==> src/rtl/rob_recovery_ctrl.sv <==
// Branch-misprediction recovery sequencer: picks the oldest mispredict, flushes the ROB,
// then walks squashed entries youngest-to-oldest returning their pd_new to the free list.
module rob_recovery_ctrl #(
  parameter int ROB_DEPTH = 16,
  parameter int TAG_W     = 5,
  parameter int PREG_W    = 7
) (
  input  logic              clk,
  input  logic              reset,
  input  logic              br_mispredict_a,
  input  logic [TAG_W-1:0]  br_tag_a,
  input  logic              br_mispredict_b,
  input  logic [TAG_W-1:0]  br_tag_b,
  input  logic [TAG_W-1:0]  rob_head,
  input  logic [TAG_W-1:0]  rob_wptr,
  input  logic [PREG_W-1:0] walk_pd_new,
  output logic              rob_flush,
  output logic [TAG_W-1:0]  rob_flush_tag,
  output logic [TAG_W-1:0]  walk_idx,
  output logic              free_valid,
  output logic [PREG_W-1:0] free_preg,
  output logic              stall_dispatch,
  output logic              busy,
  output logic              recovery_done
);

  typedef enum logic [1:0] {IDLE, FLUSH, WALK, DONE} state_t;

  localparam logic [TAG_W-1:0] LAST    = TAG_W'(ROB_DEPTH - 1);
  localparam logic [TAG_W:0]   DEPTH_X = (TAG_W + 1)'(ROB_DEPTH);

  state_t           state, state_nxt;
  logic [TAG_W-1:0] target, target_nxt;
  logic [TAG_W-1:0] walk_ptr, walk_ptr_nxt;

  logic             req_any, pick_b, older;
  logic [TAG_W-1:0] age_a, age_b, age_sel, age_tgt, sel_tag;

  function automatic logic [TAG_W-1:0] ptr_dec(input logic [TAG_W-1:0] p);
    return (p == '0) ? LAST : p - 1'b1;
  endfunction

  function automatic logic [TAG_W-1:0] ptr_inc(input logic [TAG_W-1:0] p);
    return (p == LAST) ? '0 : p + 1'b1;
  endfunction

  // Distance from the current head; one extra bit avoids underflow before the modulo.
  function automatic logic [TAG_W-1:0] age_of(input logic [TAG_W-1:0] t,
                                              input logic [TAG_W-1:0] h);
    logic [TAG_W:0] s;
    s = {1'b0, t} + DEPTH_X - {1'b0, h};
    if (s >= DEPTH_X) s = s - DEPTH_X;
    return s[TAG_W-1:0];
  endfunction

  always_comb begin
    age_a   = age_of(br_tag_a, rob_head);
    age_b   = age_of(br_tag_b, rob_head);
    age_tgt = age_of(target, rob_head);
    req_any = br_mispredict_a | br_mispredict_b;
    pick_b  = br_mispredict_b && (!br_mispredict_a || (age_b < age_a));
    sel_tag = pick_b ? br_tag_b : br_tag_a;
    age_sel = pick_b ? age_b : age_a;
    older   = req_any && (age_sel < age_tgt);
  end

  always_ff @(posedge clk or negedge reset) begin
    if (!reset) begin
      state    <= IDLE;
      target   <= '0;
      walk_ptr <= '0;
    end else begin
      state    <= state_nxt;
      target   <= target_nxt;
      walk_ptr <= walk_ptr_nxt;
    end
  end

  always_comb begin
    state_nxt      = state;
    target_nxt     = target;
    walk_ptr_nxt   = walk_ptr;
    rob_flush      = 1'b0;
    rob_flush_tag  = '0;
    walk_idx       = '0;
    free_valid     = 1'b0;
    free_preg      = '0;
    recovery_done  = 1'b0;
    busy           = (state != IDLE);
    // Dispatch must stop the same cycle a mispredict shows up, before the FSM reacts.
    stall_dispatch = busy || (req_any && reset);
    case (state)
      IDLE, DONE: begin
        recovery_done = (state == DONE);
        if (req_any) begin
          state_nxt    = FLUSH;
          target_nxt   = sel_tag;
          walk_ptr_nxt = ptr_dec(rob_wptr);
        end else begin
          state_nxt = IDLE;
        end
      end
      FLUSH: begin
        rob_flush     = 1'b1;
        rob_flush_tag = target;
        if (older) begin
          target_nxt = sel_tag;
          state_nxt  = FLUSH;
        end else if (walk_ptr != target) begin
          state_nxt = WALK;
        end else begin
          state_nxt = DONE;
        end
      end
      WALK: begin
        walk_idx     = walk_ptr;
        free_valid   = 1'b1;
        free_preg    = walk_pd_new;
        walk_ptr_nxt = ptr_dec(walk_ptr);
        // An older branch retargets the walk; the pointer keeps descending from where it is.
        if (older) begin
          target_nxt = sel_tag;
          state_nxt  = FLUSH;
        end else if (walk_ptr == ptr_inc(target)) begin
          state_nxt = DONE;
        end else begin
          state_nxt = WALK;
        end
      end
      default: state_nxt = IDLE;
    endcase
  end

endmodule

==> config.mk <==
export PLATFORM = sky130hd
export DESIGN_NAME = rob_recovery_ctrl
export DESIGN_NICKNAME = d
export VERILOG_FILES = /design/src/rtl/rob_recovery_ctrl.sv
export SDC_FILE = /design/constraint.sdc
export NUM_CORES = 1
export LEC_CHECK = 0
export ABC_CLOCK_PERIOD_IN_PS = 10100
export BUFFER_PORTS_ARGS = -buffer_cell sky130_fd_sc_hd__buf_4
export CAP_MARGIN = 40
export CORE_ASPECT_RATIO = 1.5
export CORE_MARGIN = 1.5
export CORE_UTILIZATION = 59
export CTS_CLUSTER_DIAMETER = 50
export DETAILED_ROUTE_END_ITERATION = 7
export PLACE_DENSITY = 0.87
export SYNTH_ARGS = -nofsm -noshare
export SYNTH_HDL_FRONTEND = slang
export SYNTH_SLANG_ARGS = --single-unit
==> constraint.sdc <==
create_clock -name clk -period 10.1 [get_ports clk]
set_input_delay 2.02 -clock clk [delete_from_list [all_inputs] [get_ports clk]]
set_output_delay 2.02 -clock clk [all_outputs]
set_load 0.05 [all_outputs]
==> flow_summary.yaml, run 1 <==
hold_path:
  hold_class: "flop to flop"
grt:
  grt_pass1_wl_um: 8520
  grt_max_degree: 23
  grt_use_total_pct: 27.9
  grt_pass1_vias: 2020
  grt_overflow: 0
  antenna_found_initial: 0
detailed_routing:
  antenna_left: 0
  drt_wl_total_um: 5070
  drc: 0
  firstDrtPassIters: 4
  drt-initial-drc-count: 41
  vias: 1987
  wire_per_inst_um: 15.0
  vias_per_cell: 5.86
cells_and_area:
  nets: 375
  final_common_cell: "buf_4"
  area_growth_pct: 23.0
  fillCellCount: 277
  mostFrequentLayoutCells: "buf_4 (53), ha_1 (42), inv_1 (37)"
  drive_above_1_share_pct: 23.9
  n_antenna_cell: 0
  seq_area_um2: 300
  multiInputGateArea_um2: 1640
timing:
  clock_skew_ns: 0.00314
  setup-violations-final: 0
  grt_setup_unrepaired: "false"
  slew_violations: 0
  fmax_mhz: 159
  period_share_pct: 62.2
  finalHoldViolations: 0
  max-slew-margin-rel_pct: 59.8
  setup_tns_ns: 0
  worst_slew_pin_slew_ns: 0.602
  period_minus_slack_ns: 6.28
setup_path:
  path_class: "input pin to flop"
  start_kind: "input pin"
  cpMostUsedCell: "ha_1"
  path_cells: "buf_4, inv_1, ha_1, ha_1, fa_1, a21oi_1, nor2b_1, nor2_1, o32a_1, inv_1, ha_1, nand2_1, o2111ai_4, nand2_4, nand2_1, o21ai_0, ha_1, a21oi_1, nor2_1, a2111oi_4, o2bb2ai_1, a21oi_4, mux2_4"
  cp_slowest_stage_delay_ns: 0.42
  end_kind: "flop"
  required_ns: 10.22
  crit_fanout: 10
  crit_slowest_cell: "a2111oi_4"
  cp_num_buf_inv: 3
  arrival_ns: 6.40
  critical-path-top-delay-family: "compound AO/OA/AOI/OAI gates"
power:
  finalPower_uw: 747
  power_leakage_nw: 1.31
  ir_drop_mv: 0.184
  powerDensity_nw_per_um2: 290
synthesis:
  seq_area_frac_synth_pct: 14.3
  synthArstFlopShare_pct: 100
  netlist_area_um2: 2090
  syn_nets: 320
  yosysTopAreaCell: "ha_1"
  synth-seq-cells: 12
  synth-edff-count: 0
  yosys_warnings: 0
  yosys-top-cells-area: "ha_1 (25%), dfrtp_1 (14%), inv_1 (6.6%), and2_1 (4.8%), xnor2_1 (4.2%)"
  synth_top_area_share_pct: 25.1
  synth_cells: 244
  avgSynthCellArea_um2: 8.58
  yosysUniqueCellTypes: 46
  ys.flop_type: "dfrtp_1"
clock_tree:
  path_clk_slew_ns: 0.05
  cts_hold_buffers: 0
  numCtsBuffers: 3
  postCtsSetupBuffers: 0
  clockBufferDepth: 2
  clockRootBuffer: "clkbuf_8"
  htree_levels: 1
  cts_tree: "built"
  postCtsResizedCells: 0
  cts_sinks: 12
  clk_latency_ns: 0.24
run_status:
  status: "finished, final reports clean"
floorplan:
  ios: 53
  die_w_um: 51.6
  core_area_um2: 3380
  die_y_um: 76.0
  dieArea_um2: 3920
  rows: 26
  start_util_pct: 61.9
job:
  max_cap_viol_count: 0
place:
  io_buffers: 52
  place.gp.congestion: 0.854
  dp_hpwl_um: 4270
[kinds of logic after synthesis]
kind of cell	after synthesis	synth area share, %
compound gates	50	18.9
mux	13	7.17
fa+ha+maj	45	28.0
xor+xnor	17	7.11
buf+inv	40	7.17
flops	12	14.3
simple gates	67	17.3
[report_power, final]
| part | leakage, nW | switching (mW) | internal (mW) |
|---|---|---|---|
| registers | 0.143 | 0.0435 | 0.0731 |
| logic | 1.15 | 0.335 | 0.252 |
| clock network | 0.0216 | 0.0168 | 0.0262 |
| total | 1.31 | 0.396 | 0.351 |
[routing by layer]
layer	vias up	part of all wire, %	global-route usage (%)
met5	-	0	0
met4	0	4.2	15.0
met3	18	3.6	2.17
met2	58	56	54.6
met1	952	36	26.5
li1	959	-	-
[state kept, by name, summed over array words and instances, names as in the netlist]
signal    cells
walk_ptr      5
target        5
state         2
[synthesized netlist by cell type, types with 3 or more instances]
cell type  number
ha_1           42
inv_1          37
and2_1         16
a21oi_1        12
dfrtp_1        12
o21ai_0        11
nand2_1        10
nor2_1         10
xnor2_1        10
nand3_1         7
nor3_1          7
xor2_1          7
mux2i_1         6
nor2b_1         6
mux2_2          4
nand2b_1        4
clkbuf_1        3
fa_1            3
mux2_4          3
[final timing paths]
path	cells past startpoint	slack [ns]	end	start
min in group asynchronous	1	1.62	state[0]$_DFF_PN0_	reset
max in group asynchronous	1	8.32	walk_ptr[2]$_DFFE_PN0P_	reset
setup reg to reg	17	6.25	target[1]$_DFFE_PN0P_	target[0]$_DFFE_PN0P_
hold reg to reg	2	0.58	walk_ptr[1]$_DFFE_PN0P_	walk_ptr[1]$_DFFE_PN0P_
hold / removal	2	0.58	walk_ptr[1]$_DFFE_PN0P_	walk_ptr[1]$_DFFE_PN0P_
setup / recovery	23	3.82	target[1]$_DFFE_PN0P_	rob_head[1]
[metrics by stage]
stage / worst slack [ns] / utilization (%) / hold slack (ns) / area (um2) / std cells
after global routing: 3.58 / 76.1 / 0.651 / 2570 / 339
after CTS: 3.88 / 76.1 / 0.590 / 2570 / 339
after detailed placement: 3.64 / 74.9 / 0.577 / 2530 / 336
final: 3.82 / 76.1 / 0.579 / 2570 / 339
after floorplan: 4.13 / - / 0.539 / 2090 / 244
after global placement: 3.82 / 74.9 / 0.576 / 2530 / 336
[cell type report]
class,instances,share of cell area (%)
Sequential cell,12,11.7
Clock buffer,3,1.60
Tap cell,42,2.04
Multi-Input combinational cell,192,63.8
Timing Repair Buffer,53,15.5
Inverter,37,5.40
[worst min-delay path: cells and delay by family, from the launching register on]
family	cells	cell delay [ns]
flops	1	0.42
simple gates	1	0.06
compound gates	1	0.06
No activity file was read; power rests on OpenSTA's default activity.
==> run 2, diff against run 1 <==
==> config.mk (replaced) <==
export PLATFORM = sky130hd
export DESIGN_NAME = rob_recovery_ctrl
export DESIGN_NICKNAME = d
export VERILOG_FILES = /design/src/rtl/rob_recovery_ctrl.sv
export SDC_FILE = /design/constraint.sdc
export NUM_CORES = 1
export LEC_CHECK = 0
export ABC_CLOCK_PERIOD_IN_PS = 5200
export BUFFER_PORTS_ARGS = -buffer_cell sky130_fd_sc_hd__buf_4
export CAP_MARGIN = 40
export CORE_ASPECT_RATIO = 1.5
export CORE_MARGIN = 1.5
export CORE_UTILIZATION = 49
export CTS_CLUSTER_DIAMETER = 50
export DETAILED_ROUTE_END_ITERATION = 7
export PLACE_DENSITY = 0.77
export SYNTH_ARGS = -nofsm -noshare
export SYNTH_HDL_FRONTEND = slang
export SYNTH_SLANG_ARGS = --single-unit
==> constraint.sdc (replaced) <==
create_clock -name clk -period 5.2 [get_ports clk]
set_input_delay 1.04 -clock clk [delete_from_list [all_inputs] [get_ports clk]]
set_output_delay 1.04 -clock clk [all_outputs]
set_load 0.05 [all_outputs]
==> run 2 against run 1 <==
Net effect:
- clock skew decreased by 0.0027 ns
- via count decreased by 4.6%
- sequential share of layout area decreased by 0.20 points
- non-clock buffer count increased by 2
- count of clock-buffer cells in the layout increased by 1
- routed wire length decreased by 2.8%
- sequential cell count unchanged
- critical path depth unchanged
- final cell count increased by 1.8%
- cell area increased by 1.7%
- combinational power increased by 99%
==> flow_summary.yaml, run 2 (synthesis results as in run 1) <==
timing:
  period_share_pct: 95.6
  grt_setup_unrepaired: "false"
  worst_slew_pin_slew_ns: 0.609
  setup-violations-final: 0
  clock_skew_ns: 0.000494
  timing.final.ws_setup_ns: 0.227
  slew_violations: 0
  max-slew-margin-rel_pct: 59.4
  hold_slack_ns: 0.608
  fmax_mhz: 201
  finalHoldViolations: 0
  period_minus_slack_ns: 4.97
cells_and_area:
  design_area_um2: 2620
  reg.largest.list: "target (5), walk_ptr (5), state (2)"
  mostFrequentLayoutCells: "buf_4 (55), ha_1 (42), inv_1 (37)"
  nets: 377
  area_growth_pct: 25.1
  postLayoutCoreUtil_pct: 65.0
  final_common_cell: "buf_4"
  n_antenna_cell: 0
  drive_above_1_share_pct: 25.7
clock_tree:
  htree_levels: 1
  cts_sinks: 12
  clockBufferDepth: 2
  numCtsBuffers: 3
  postCtsSetupBuffers: 0
  cts_tree: "built"
  clk_latency_ns: 0.24
  clockRootBuffer: "clkbuf_8"
  path_clk_slew_ns: 0.06
place:
  placed_area_um2: 2550
  io_buffers: 52
  dp_hpwl_um: 4250
  place.gp.congestion: 0.857
  dpl_worst_slack_ns: -0.0338
detailed_routing:
  vias: 1895
  antenna_left: 0
  wire_per_inst_um: 14.3
  drc: 0
  drt-initial-drc-count: 48
  drt_wl_total_um: 4930
  firstDrtPassIters: 4
  vias_per_cell: 5.49
floorplan:
  ios: 53
  die_y_um: 83.1
  start_util_pct: 52.0
  core_area_um2: 4030
  rows: 28
  dieArea_um2: 4680
  die_w_um: 56.4
setup_path:
  worst-r2r-setup-slack_ns: 1.53
  required_ns: 5.33
  path_class: "input pin to flop"
  arrival_ns: 5.10
  end_kind: "flop"
  crit_fanout: 10
  start_kind: "input pin"
grt:
  antenna_found_initial: 0
  grt_pass1_wl_um: 8470
  grt_overflow: 0
  grt_pass1_vias: 1880
  grt_max_degree: 23
  grt_use_total_pct: 22.4
run_status:
  status: "finished, final reports clean"
power:
  ir_drop_mv: 0.366
  powerDensity_nw_per_um2: 573
  power_leakage_nw: 1.33
hold_path:
  hold_class: "flop to flop"
job:
  max_cap_viol_count: 0
==> run 2: cell count changes in the layout (fill, tap and decap cells not counted), sizes merged <==
| cell | previous run | this run |
|---|---|---|
| buf | 53 | 55 |
| clkbuf | 3 | 4 |
==> run 2: critical path, stage by stage <==
cell,delay (ns)
buf_4,0.10
inv_1,0.10
ha_1,0.25
ha_1,0.22
fa_1,0.41
a21oi_1,0.19
nor2b_1,0.07
nor2_1,0.09
o32a_1,0.16
inv_1,0.05
ha_1,0.31
nand2_1,0.09
o2111ai_4,0.22
nand2_4,0.14
nand2_1,0.09
o21ai_0,0.09
ha_1,0.31
a21oi_1,0.16
nor2_1,0.08
a2111oi_4,0.33
buf_4,0.20
a21oi_4,0.09
mux2_4,0.31
==> run 2: cell type report <==
type,instances,area [um2]
clock buffer,4,55.1
tap,45,56.3
timing repair buffer,55,413
multi-input combinational,192,1660
fill,360,1410
sequential,12,300
inverter,37,139
==> run 2: metal layers <==
metal | vias to the layer above | wire length, um | track usage [%]
met5 | - | 0 | 0
li1 | 970 | - | -
met4 | 0 | 40 | 5.41
met1 | 872 | 1880 | 23.2
met2 | 49 | 2820 | 46.3
met3 | 4 | 189 | 1.56
==> run 2: path summary, 6_finish.rpt <==
check                                        start                       to  cells after the start
min                        walk_ptr[1]$_DFFE_PN0P_  walk_ptr[1]$_DFFE_PN0P_                      2
min reg2reg                walk_ptr[1]$_DFFE_PN0P_  walk_ptr[1]$_DFFE_PN0P_                      2
max                                    rob_head[1]    target[2]$_DFFE_PN0P_                     23
max in group asynchronous                    reset  walk_ptr[2]$_DFFE_PN0P_                      1
max reg2reg                  target[0]$_DFFE_PN0P_    target[2]$_DFFE_PN0P_                     17
min in group asynchronous                    reset  walk_ptr[4]$_DFFE_PN0P_                      1
==> run 2: repair_timing <==
| item | in CTS | in global routing |
|---|---|---|
| setup endpoints to repair | 0 | 3 |
| hold buffers | 0 | 0 |
| gates resized for setup | 0 | 3 |
==> run 2: report_power, final <==
group | internal (mW) | switching, mW
logic | 0.511 | 0.662
clock network | 0.0670 | 0.0370
registers | 0.142 | 0.0822
total | 0.720 | 0.781
==> run 2: metrics by stage <==
stage / total power [mW] / instances / setup TNS (ns)
3_3_place_gp: 1.35 / 341 / 0
5_1_grt: 1.64 / 345 / 0
6_report: 1.50 / 345 / 0
2_1_floorplan: 1.08 / 244 / 0
3_5_place_dp: 1.38 / 341 / -0.0990
4_1_cts: 1.50 / 345 / 0
==> run 3, diff against run 2 <==
--- a/config.mk
+++ b/config.mk
@@ -8,12 +8,14 @@
 export ABC_CLOCK_PERIOD_IN_PS = 5200
 export BUFFER_PORTS_ARGS = -buffer_cell sky130_fd_sc_hd__buf_4
 export CAP_MARGIN = 40
+export CELL_PAD_IN_SITES_DETAIL_PLACEMENT = 1
+export CELL_PAD_IN_SITES_GLOBAL_PLACEMENT = 2
 export CORE_ASPECT_RATIO = 1.5
 export CORE_MARGIN = 1.5
-export CORE_UTILIZATION = 49
+export CORE_UTILIZATION = 29
 export CTS_CLUSTER_DIAMETER = 50
 export DETAILED_ROUTE_END_ITERATION = 7
-export PLACE_DENSITY = 0.77
+export PLACE_DENSITY = 0.78
 export SYNTH_ARGS = -nofsm -noshare
 export SYNTH_HDL_FRONTEND = slang
 export SYNTH_SLANG_ARGS = --single-unit
==> run 3 against run 2 <==
Net effect:
- worst hold slack better by 0.017 ns
- first-iteration DRC count down 33%
- sequential cell count unchanged
- final cell count up 11%
- non-clock buffer count up 6
- clock power about the same
- via count up 1.6%
- routed wire length up 17%
- clock skew up 0.0025 ns
- largest power group unchanged
==> flow_summary.yaml, run 3 (synthesis results as in run 1) <==
timing:
  period_share_pct: 95.3
  max-slew-margin-rel_pct: 55.2
  worst_slew_pin_slew_ns: 0.672
  setup-violations-final: 0
  timing.final.ws_setup_ns: 0.244
  setup_tns_ns: 0
  hold_slack_ns: 0.625
  clock_skew_ns: 0.00304
  fmax_mhz: 202
  period_minus_slack_ns: 4.96
  finalHoldViolations: 0
  slew_violations: 0
  grt_setup_unrepaired: "false"
detailed_routing:
  drc: 0
  vias: 1926
  drt_wl_total_um: 5770
  drt-initial-drc-count: 32
  vias_per_cell: 5.02
  antenna_left: 0
  wire_per_inst_um: 15.0
  firstDrtPassIters: 4
grt:
  grt_max_degree: 23
  grt_use_total_pct: 15.5
  grt_overflow: 0
  grt_pass1_wl_um: 9610
  grt_pass1_vias: 2096
  antenna_found_initial: 0
clock_tree:
  numCtsBuffers: 3
  clockBufferDepth: 2
  htree_levels: 1
  cts_hold_buffers: 0
  clk_latency_ns: 0.24
  cts_tree: "built"
  path_clk_slew_ns: 0.06
  cts_sinks: 12
  clockRootBuffer: "clkbuf_8"
power:
  seqPwrFrac_pct: 14.7
  combPwrFrac_pct: 78.7
  p_sw_uw: 796
  ir_drop_mv: 0.185
  p_sw_share_pct: 51.3
  internal-power_uw: 755
  clockPowerShare_pct: 6.6
  powerDensity_nw_per_um2: 571
  power_leakage_nw: 1.36
cells_and_area:
  final_common_cell: "buf_4"
  design_area_um2: 2720
  area_growth_pct: 29.8
  multiInputGateArea_um2: 1670
  mostFrequentLayoutCells: "buf_4 (61), ha_1 (42), inv_1 (36)"
  reg.largest.list: "target (5), walk_ptr (5), state (2)"
  nets: 383
  fin_cells: 384
  drive_above_1_share_pct: 28.8
  n_antenna_cell: 0
  seq_area_um2: 300
  fillCellCount: 834
setup_path:
  crit_fanout: 6
  end_kind: "flop"
  required_ns: 5.33
  path_class: "input pin to flop"
  start_kind: "input pin"
  arrival_ns: 5.08
place:
  place.gp.congestion: 0.771
  placed_area_um2: 2610
  dp_hpwl_um: 4990
  io_buffers: 52
  place_inst: 376
  dpl_worst_slack_ns: -0.0625
floorplan:
  dieArea_um2: 7750
  core_area_um2: 6940
  rows: 37
  die_w_um: 72.4
  die_y_um: 107
  start_util_pct: 30.1
  ios: 53
job:
  max_cap_viol_count: 0
hold_path:
  hold_class: "flop to flop"
run_status:
  status: "finished, final reports clean"
==> run 3: routing by layer <==
layer / routed length [um] / vias up / GRT usage, %
met5: 0 / - / 0
met1: 2250 / 904 / 16.5
met3: 211 / 6 / 1.60
met4: 50 / 0 / 2.16
li1: - / 972 / -
met2: 3260 / 44 / 32.2
==> run 3: final timing paths <==
path	from	endpoint	slack, ns	cells after the start
min in group asynchronous	reset	walk_ptr[4]$_DFFE_PN0P_	0.64	1
worst min-delay path	walk_ptr[4]$_DFFE_PN0P_	walk_ptr[4]$_DFFE_PN0P_	0.62	2
worst max register to register	target[0]$_DFFE_PN0P_	target[1]$_DFFE_PN0P_	1.40	17
max in group asynchronous	reset	state[1]$_DFF_PN0_	4.40	1
worst min register to register	walk_ptr[4]$_DFFE_PN0P_	walk_ptr[4]$_DFFE_PN0P_	0.62	2
worst max-delay path	br_tag_b[1]	target[1]$_DFFE_PN0P_	0.24	22
==> run 3: area by class of cell <==
| type | instances | share of cell area (%) |
|---|---|---|
| well taps | 78 | 3.59 |
| flip-flops and latches | 12 | 11.0 |
| repair buffers | 61 | 16.9 |
| clock buffers | 4 | 2.03 |
| inverters | 37 | 5.11 |
| multi-input cells | 192 | 61.4 |
==> run 3: power groups by stage <==
stage | clock [mW] | sequential, mW | combinational (mW)
3_5_place_dp | 0 | 0.232 | 1.17
5_1_grt | 0.111 | 0.240 | 1.36
2_1_floorplan | 0 | 0.200 | 0.883
6_report | 0.102 | 0.228 | 1.22
4_1_cts | 0.105 | 0.231 | 1.18
3_3_place_gp | 0 | 0.229 | 1.15
==> run 3: repair_timing <==
action / 4_1_cts / 5_1_grt
setup buffers: 0 / 4
resized for setup: 0 / 8
endpoints found under the setup margin: 0 / 3
==> run 3: through the flow <==
step | utilization (%) | power, mW
after floorplan | - | 1.08
after global placement | 37.5 | 1.38
after detailed placement | 37.5 | 1.41
after CTS | 38.3 | 1.52
after global routing | 39.1 | 1.71
final | 39.1 | 1.55
==> run 3: critical path, stage by stage <==
cell and delay, ns:
buf_4 0.11, ha_1 0.29, ha_1 0.23, fa_2 0.37, a21oi_2 0.17, nor2b_1 0.06, nor2_1 0.09, o32a_1 0.21
inv_1 0.06, ha_1 0.31, nand2_1 0.09, o2111ai_4 0.24, nand2_4 0.11, nand2_1 0.07, o21ai_0 0.09, ha_1 0.34
a21oi_2 0.14, nor2_1 0.08, a2111oi_4 0.38, buf_4 0.20, a21oi_4 0.08, mux2_4 0.30
